<file path="config.mk">
export PLATFORM = sky130hd
export DESIGN_NAME = lsu_io_bridge
export DESIGN_NICKNAME = d
export VERILOG_FILES = /design/src/rtl/cheetah_lsu_pkg.sv /design/src/rtl/lsu_io_timer.sv /design/src/rtl/lsu_io_bridge.sv
export SDC_FILE = /design/constraint.sdc
export NUM_CORES = 1
export LEC_CHECK = 0
export BUFFER_PORTS_ARGS = -buffer_cell sky130_fd_sc_hd__buf_4
export CAP_MARGIN = 10
export CORE_MARGIN = 2
export CORE_UTILIZATION = 35
export DETAILED_ROUTE_END_ITERATION = 8
export GPL_ROUTABILITY_DRIVEN = 0
export PLACE_DENSITY = 0.71
export SYNTH_ARGS = -nofsm -noshare
export SYNTH_HDL_FRONTEND = slang
export SYNTH_SLANG_ARGS = --single-unit
</file>
<file path="constraint.sdc">
create_clock -name clk -period 2.3 [get_ports clk]
set_input_delay 0.115 -clock clk [delete_from_list [all_inputs] [get_ports clk]]
set_output_delay 0.115 -clock clk [all_outputs]
set_load 0.02 [all_outputs]
</file>
<file path="src/rtl/cheetah_lsu_pkg.sv">
// cheetah_lsu_pkg: shared LSU IO bridge state encoding and sentinel values
package cheetah_lsu_pkg;
  typedef enum logic [1:0] {IDLE, REQ, DONE} state_t;
  localparam logic [31:0] IO_IDLE_SENTINEL = 32'hDEADBEEF;
  localparam logic [31:0] IO_ERR_SENTINEL = 32'hBABECAFE;
endpackage

</file>
<file path="src/rtl/lsu_io_timer.sv">
// lsu_io_timer: saturating wait counter for the IO bridge timeout
module lsu_io_timer #(
  parameter int LIMIT = 255
) (
  input  logic clk,
  input  logic rst_n,
  input  logic clear,
  input  logic enable,
  output logic expired
);
  localparam int W = $clog2(LIMIT + 1);
  logic [W-1:0] cnt;
  logic sat;
  assign sat = 32'(cnt) >= LIMIT;
  // high when the increment happening this cycle reaches the limit
  assign expired = 32'(cnt) + 32'd1 >= LIMIT;
  always_ff @(posedge clk)
    if (!rst_n || clear) cnt <= '0;
    else if (enable && !sat) cnt <= cnt + 1'b1;
endmodule

</file>
<file path="src/rtl/lsu_io_bridge.sv">
// lsu_io_bridge: stalls the core while a load/store to the IO window runs on the bus
module lsu_io_bridge
  import cheetah_lsu_pkg::*;
#(
  parameter int TIMEOUT_CYCLES = 255
) (
  input  logic        clk,
  input  logic        rst_n,
  input  logic [31:0] addr,
  input  logic [31:0] wdata,
  input  logic        mem_rd,
  input  logic        mem_wr,
  input  logic [3:0]  mask,
  output logic        stall,
  output logic [31:0] toLSU,
  output logic        bus_valid,
  output logic [31:0] bus_addr,
  output logic [31:0] bus_wdata,
  output logic        bus_we,
  output logic [3:0]  bus_be,
  input  logic        bus_ready,
  input  logic [31:0] bus_rdata
);
  state_t state, next;
  logic req, expired, err_q;
  logic [31:0] rdata_q;
  assign req = (mem_rd | mem_wr) & (|addr[15:8]);
  lsu_io_timer #(.LIMIT(TIMEOUT_CYCLES)) timer (
    .clk(clk),
    .rst_n(rst_n),
    .clear(state == IDLE && req),
    .enable(state == REQ && !bus_ready),
    .expired(expired)
  );
  always_ff @(posedge clk)
    if (!rst_n) begin
      state <= IDLE;
      rdata_q <= IO_IDLE_SENTINEL;
      err_q <= 1'b0;
      bus_addr <= '0;
      bus_wdata <= '0;
      bus_be <= '0;
      bus_we <= 1'b0;
    end else begin
      state <= next;
      if (state == IDLE && req) begin
        bus_addr <= addr;
        bus_wdata <= wdata;
        bus_be <= mask;
        bus_we <= mem_wr & ~mem_rd;
        err_q <= 1'b0;
      end
      // ready beats timeout in the same cycle
      if (state == REQ && bus_ready && !bus_we) rdata_q <= bus_rdata;
      if (state == REQ && !bus_ready && expired) err_q <= 1'b1;
    end
  always_comb begin
    next = state == IDLE ? (req ? REQ : IDLE) :
           state == REQ  ? (bus_ready || expired ? DONE : REQ) : IDLE;
    stall = (state == IDLE && req) || state == REQ;
    bus_valid = state == REQ;
    toLSU = state != DONE ? IO_IDLE_SENTINEL :
            err_q ? IO_ERR_SENTINEL :
            bus_we ? IO_IDLE_SENTINEL : rdata_q;
  end
endmodule

</file>
==> flow_summary.ini, run 1 <==
[status]
outcome = finished clean

[global_routing]
globalRouteOverflowTotal = 0
pin_count_of_the_biggest_net_entering_global_routing = 78
global_route.usage.total_pct = 18.9
grt_pass1_wl_um = 21500
grt_pass1_vias = 4419
grt_antenna_before_repair = 0
peak_usage_layer_in_the_global_routing_report = met2
met2_track_demand_over_resource_pct = 32.9
grtUsageMet1_pct = 21.1
grtUsageMet3_pct = 6.27

[floorplanning]
die_height_um = 118
start_util_pct = 36.1
die-width_um = 118
standard_cell_row_count = 41
dieArea_sq_um = 14000
placeableCoreArea_sq_um = 12700
io-pin-count = 208

[sta]
setup_viol = 0
worst_clock_skew_ps = 4.34
slew_violations = 0
fin_tns_setup_ps = 0
period_share_pct = 79.9
grt_setup_unrepaired = false
timing.slew.headroom_pct = 53.0
fmaxAchievable_mhz = 544
layout_min_cycle_time_ps = 1840
final.hold.worst_slack_ps = 10.3
final_number_of_hold_violating_endpoints = 0
worst-slew-pin-transition_ps = 705

[synth]
yosysTopAreaCell = sky130_fd_sc_hd__dfxtp_1
synth_seq_area_share_pct = 49.1
synth.top_cell.area_share_pct = 49.1
synthesis.instances = 567
ys.warnings.count = 0
netlist_top_cells_area = sky130_fd_sc_hd__dfxtp_1 (49%), sky130_fd_sc_hd__nand2_1 (17%), sky130_fd_sc_hd__a21boi_1 (9.9%), sky130_fd_sc_hd__nand3_1 (3.3%), sky130_fd_sc_hd__a21boi_0 (2.6%)
post_synth_num_cell_types = 38
synth.avg_cell_area_sq_um = 8.06
synth_seq_cells = 112
netlist_area_sq_um = 4570
synth.net_count = 674

[run]
max-cap-violations = 0

[worst_setup_path]
worst_path_dominant_cell_family = simple AND/OR/NAND/NOR gates
cp-start-kind = flip-flop
worst_path_most_repeated_cell = sky130_fd_sc_hd__buf_4
rr_startpoint = timer.cnt[0]
worstPathMaxFanout = 27
worstPathArrival_ps = 1720
setup.worst_path.start = state[0]
slowest_stage = sky130_fd_sc_hd__nor3_4
timing.critical_path.required_ps = 2180
timing.critical_path.buf_inv = 2
critical_path.endpoint_type = output port
setup.worst_path.class = reg -> out
worstPathCellList = nor3_4 > nand2_2 > buf_4 > nand2_1 > buf_4
critPathMaxStageDelay_ps = 410

[power_and_ir_drop]
cell_internal_pwr_mw = 3.25
fraction_of_power_spent_switching_nets_pct = 27.6
leakage_nw = 3.08
design_power_total_mw = 4.48
comb_power_share_pct = 20.5
seqPwrFrac_pct = 48.1
p_sw_mw = 1.24
clockPowerShare_pct = 31.4
powerDensity_nw_per_um2 = 651
vdd.ir_drop.worst_mv = 0.292

[finish]
sequential_cell_area_sq_um = 2240
final_cells = 973
final_cell_mix = sky130_fd_sc_hd__buf_4 (215), sky130_fd_sc_hd__nand2_1 (207), sky130_fd_sc_hd__dfxtp_1 (112)
multi_input_area_sq_um = 2120
final_layout_size_suffix_gt1_share_pct = 29.2
flow.area_growth_from_synthesis_pct = 50.7
nFillCells = 1169
layout.cell_area.non_filler_sq_um = 6880
insertedDiodeCount = 0
most_common_cell_after_layout_fill_and_taps_aside = sky130_fd_sc_hd__buf_4
final_net_count = 903

[place]
placement.cell_area_sq_um = 6220
portBuffers = 207
dpl.hpwl_um = 9140
placed_cells_incl_taps = 917

[clocking]
cts-resized-gates = 0
clkSlewWorstSetupHoldPaths_ps = 70
cts_tree = done
ctsHtreeMaxLevel = 3
clockBufferDepth = 2
cts_post_setup_buffers_inserted = 0
postCtsHoldBufs = 40
cts_root_buffer = sky130_fd_sc_hd__clkbuf_16
cts_buffers = 9
worst_skew_pair.late_latency_ps = 350
number_of_clock_sinks_seen_by_cts = 112

[worst_hold_path]
min_path_type = in -> reg
hp-start = addr[27]

[detailed_routing]
ant_nets = 0
detailedRoute.firstPassIterationCount = 4
route.detailed.wl_per_inst_um = 13.6
drt-initial-drc-count = 214
routed-via-count = 4555
remaining_drc_errors = 0
avgViaCountPerCell = 4.68
finalWirelength_um = 13300
## power groups by stage
stage                     clock, mW  combinational [mW]  sequential, mW
after CTS                      1.46               0.928            2.15
after global routing           1.52                1.00            2.17
after detailed placement          0               0.870            2.20
after floorplan                   0               0.373            2.31
after global placement            0               0.851            2.19
final                          1.41               0.919            2.15
## state kept, by name (all words and copies together), names as in the netlist
register	flops
bus_addr	32
bus_wdata	32
rdata_q	32
timer.cnt	8
bus_be	4
state	2
bus_we	1
err_q	1
## kinds of logic (layout without fill, tap and decap cells)
logic type | count (synthesis) | count (layout) | share of synthesized area (%)
and+or+nand+nor | 303 | 303 | 28.5
DFF | 112 | 112 | 49.1
AOI/OAI and AO/OA | 100 | 100 | 15.6
buffers and inverters | 42 | 276 | 4.82
xor gates and xnor gates | 8 | 8 | 1.53
adders and majority gates | 2 | 2 | 0.548
## worst paths after layout
path                   endpoint  slack, ps  cells after the start
setup reg to reg   timer.cnt[7]        580                      6
hold reg to reg   bus_wdata[14]        450                      2
setup / recovery          stall        460                      5
hold / removal     bus_addr[27]         10                      3
## final cells by class
| cell class | count | area share [%] |
|---|---|---|
| clock buffers | 13 | 3.49 |
| clock inverters | 3 | 0.273 |
| multi-input cells | 413 | 30.8 |
| well taps | 172 | 3.13 |
| flip-flops and latches | 112 | 32.6 |
| inverters | 4 | 0.218 |
| repair buffers | 256 | 29.6 |
## per-stage QoR
stage	util [%]	worst slack (ps)
floorplan	-	794
global placement	49.1	607
detailed placement	49.1	538
CTS	54.3	421
global route	54.3	337
finish	54.3	462
## tightest hold or removal path: stages
cell and delay [ps]:
sky130_fd_sc_hd__buf_4 110, sky130_fd_sc_hd__nand2_1 40, sky130_fd_sc_hd__a21boi_1 50
## Yosys cell counts, drive strengths merged
cell type and instances:
nand2 208, dfxtp 112, a21boi 76, nand3 30, nor2 24, buf 20
nand2b 19, clkbuf 18, o21ai 10, a21oi 6, xor2 6, and2 4
inv 4, nand4 4, nor3 4, nor2b 3, a211oi 2, a31oi 2
ha 2, nand3b 2, nor4 2, xnor2 2, a22oi 1, and4 1
nor3b 1, o211a 1, o22ai 1, o2bb2ai 1, or3b 1
## layer usage
layer | vias up | wire, um
met2 | 147 | 6450
met1 | 2093 | 5510
met3 | 20 | 1050
met5 | - | 0
li1 | 2295 | -
met4 | 0 | 264
Power figures use the tool's default switching activity.
==> inputs of run 2 (changes only) <==
Settings changed: ABC_AREA set to 1, PLACE_DENSITY 0.71 to 0.73.
Clock period 2.3 ns to 1.6 ns, I/O delays scaled along.
==> run 2 against run 1 <==
Sequential power up 49%. Critical path depth up 1. Wire length up 9.4%. Final area up 11%. Via count up 11%. Synthesized cell count up 9.0%. Register-to-register slack worse by 460 ps. Clock skew up 1.5 ps. Synthesized area down 0.11%. Critical endpoint is now toLSU[11].
==> flow_summary.ini, run 2 <==
[clocking]
cts_root_buffer = sky130_fd_sc_hd__clkbuf_16
clockBufferDepth = 2
clkSlewWorstSetupHoldPaths_ps = 70
cts_tree = done
number_of_clock_sinks_seen_by_cts = 112
cts_buffers = 9
ctsHtreeMaxLevel = 3
worst_skew_pair.late_latency_ps = 350

[sta]
final_number_of_hold_violating_endpoints = 0
fmaxAchievable_mhz = 665
worst_clock_skew_ps = 5.84
grt_setup_unrepaired = true
period_share_pct = 94.0
worst-slew-pin-transition_ps = 539
layout_min_cycle_time_ps = 1500
fin_tns_setup_ps = 0
setup_slack_ps = 95.6
setup_viol = 0
slew_violations = 0
timing.slew.headroom_pct = 64.0

[finish]
layout.cell_area.non_filler_sq_um = 7630
final_cell_mix = sky130_fd_sc_hd__buf_4 (215), sky130_fd_sc_hd__nor2_1 (149), sky130_fd_sc_hd__nand2_1 (111)
flow.area_growth_from_synthesis_pct = 67.2
final_cells = 1088
most_common_cell_after_layout_fill_and_taps_aside = sky130_fd_sc_hd__buf_4
sequential_cell_area_sq_um = 2240
multi_input_area_sq_um = 2060
final_layout_size_suffix_gt1_share_pct = 32.3
nFillCells = 1089
reg.largest.list = bus_addr: 32 flops, bus_wdata: 32 flops, rdata_q: 32 flops
insertedDiodeCount = 0
final_net_count = 1018

[global_routing]
globalRouteOverflowTotal = 0
grt_pass1_vias = 4875
pin_count_of_the_biggest_net_entering_global_routing = 64
global_route.usage.total_pct = 20.5
grt_pass1_wl_um = 23400
grt_antenna_before_repair = 0

[synth]
post_synth_num_cell_types = 28
async_sr_flop_fraction_pct = 0
netlist_area_sq_um = 4560
synth_seq_area_share_pct = 49.1
synth.avg_cell_area_sq_um = 7.38
ys.warnings.count = 0
synth_seq_cells = 112
edff_count_synth = 0
netlist_top_cells_area = sky130_fd_sc_hd__dfxtp_1 (49%), sky130_fd_sc_hd__nor2_1 (13%), sky130_fd_sc_hd__nand2_1 (9.1%), sky130_fd_sc_hd__o21ai_0 (8.3%), sky130_fd_sc_hd__nor2_2 (4.4%)
yosysTopAreaCell = sky130_fd_sc_hd__dfxtp_1
synth_ff_type = sky130_fd_sc_hd__dfxtp_1
synthesis.instances = 618
synth.net_count = 725
synth.most_common_cell = sky130_fd_sc_hd__nor2_1
synth.top_cell.area_share_pct = 49.1
synthTopCellsByCount = sky130_fd_sc_hd__nor2_1 (152), sky130_fd_sc_hd__dfxtp_1 (112), sky130_fd_sc_hd__nand2_1 (111)

[detailed_routing]
ant_nets = 0
top_layer_used = met4
detail_route.wirelength.met1_um = 6050
avgViaCountPerCell = 4.63
routed-via-count = 5041
detailroute.wirelength.met3_um = 880
drt-initial-drc-count = 304
met2RoutedLength_um = 7240
route.detailed.wl_per_inst_um = 13.4
detailedRoute.firstPassIterationCount = 4
finalWirelength_um = 14500
remaining_drc_errors = 0

[worst_setup_path]
worstPathMaxFanout = 22
rr_startpoint = timer.cnt[0]
timing.reg2reg.setup_slack_ps = 120
worstPathCellList = inv_2 > nand2_1 > buf_6 > nor2_1 > nand2_1 > buf_4
slowest_stage = sky130_fd_sc_hd__dfxtp_1
worst_r2r_path_depth = 10
critPathMaxStageDelay_ps = 360
regToRegEndpoint = timer.cnt[0]
worst_path_most_repeated_cell = sky130_fd_sc_hd__nand2_1
worstPathArrival_ps = 1420
setup.worst_path.class = reg -> out
cp-start-kind = flip-flop
critical_path.endpoint_type = output port
timing.critical_path.required_ps = 1520
setup.worst_path.start = state[0]

[place]
portBuffers = 207
dpl.hpwl_um = 9050
placement.cell_area_sq_um = 6320
dp_worst_setup_slack_ps = 125
placed_cells_incl_taps = 975

[floorplanning]
die_height_um = 118
placeableCoreArea_sq_um = 12700
io-pin-count = 208
die-width_um = 118
start_util_pct = 36.0
standard_cell_row_count = 41
dieArea_sq_um = 14000

[worst_hold_path]
hp-start = addr[7]
hold-path-endpoint = bus_addr[7]
min_delay_path_depth = 3
min_path_type = in -> reg

[power_and_ir_drop]
vdd.ir_drop.worst_mv = 0.425
leakage_nw = 3.50
powerDensity_nw_per_um2 = 947

[run]
max-cap-violations = 0

[status]
outcome = finished clean
run 2: cell types whose count changed after synthesis, sizes merged, moves of 5 or more:
cell / change
o21ai: +74
nor2: +164
nand2: -91
nand2b: -19
inv: +18
a21boi: -76
nand3: +5
xor2: -5
a21oi: +6
run 2: report_power, final:
| group | leakage (nW) | internal (mW) | switching [mW] | total [mW] |
|---|---|---|---|---|
| clock network | 0.148 | 1.29 | 1.01 | 2.31 |
| logic | 2.43 | 0.819 | 0.901 | 1.72 |
| registers | 0.927 | 3.05 | 0.150 | 3.20 |
| total | 3.50 | 5.16 | 2.06 | 7.22 |
run 2: worst max-delay path by stage:
stage / slack, ps / cells after the start / endpoint
finish: 100 / 6 / toLSU[11]
global route: -10 / 5 / stall
CTS: 30 / 5 / stall
detailed placement: 130 / 10 / timer.cnt[0]
global placement: 160 / 10 / timer.cnt[0]
floorplan: 130 / 10 / timer.cnt[0]
run 2: critical path, delay by kind of cell, from the launching register on:
kind / cells / cell delay (ps)
flops: 1 / 360
simple gates: 3 / 280
buf+inv: 3 / 430
run 2: repair_timing:
action                                  CTS  global route
setup buffers                             0             0
hold buffers                             97             0
endpoints found under the hold margin    97             0
endpoints found under the setup margin    5            32
gates resized for setup                   1             9
pin swaps                                 0             2
run 2: layout make-up:
class / count / share of cell area, %
timing repair buffer: 318 / 35.4
clock buffer: 11 / 3.31
inverter: 24 / 1.36
multi-input combinational: 446 / 27.0
sequential: 112 / 29.4
clock inverter: 5 / 0.722
tap: 172 / 2.82
run 2: per-layer routing:
metal | up-vias | global-route usage, %
met2 | 171 | 36.1
met5 | - | 0
li1 | 2542 | -
met3 | 26 | 4.58
met4 | 0 | 8.13
met1 | 2302 | 24.1
run 2: metrics by stage:
stage                     power, mW  util, %  hold slack (ps)
after floorplan                4.08        -              206
after global placement         4.75     49.9              292
after detailed placement       4.77     49.9              294
after CTS                      7.26     60.0             5.99
after global routing           7.59     60.2             22.6
final                          7.22     60.2             12.7
run 2: cells by family (layout without fill, tap and decap cells):
| group | Yosys count | in the layout | share of synthesized area (%) |
|---|---|---|---|
| DFF | 112 | 112 | 49.1 |
| and+or+nand+nor | 345 | 345 | 33.0 |
| buffers and inverters | 60 | 358 | 6.22 |
| AOI/OAI and AO/OA | 98 | 98 | 10.9 |
| xor gates and xnor gates | 1 | 1 | 0.192 |
| adders and majority gates | 2 | 2 | 0.548 |
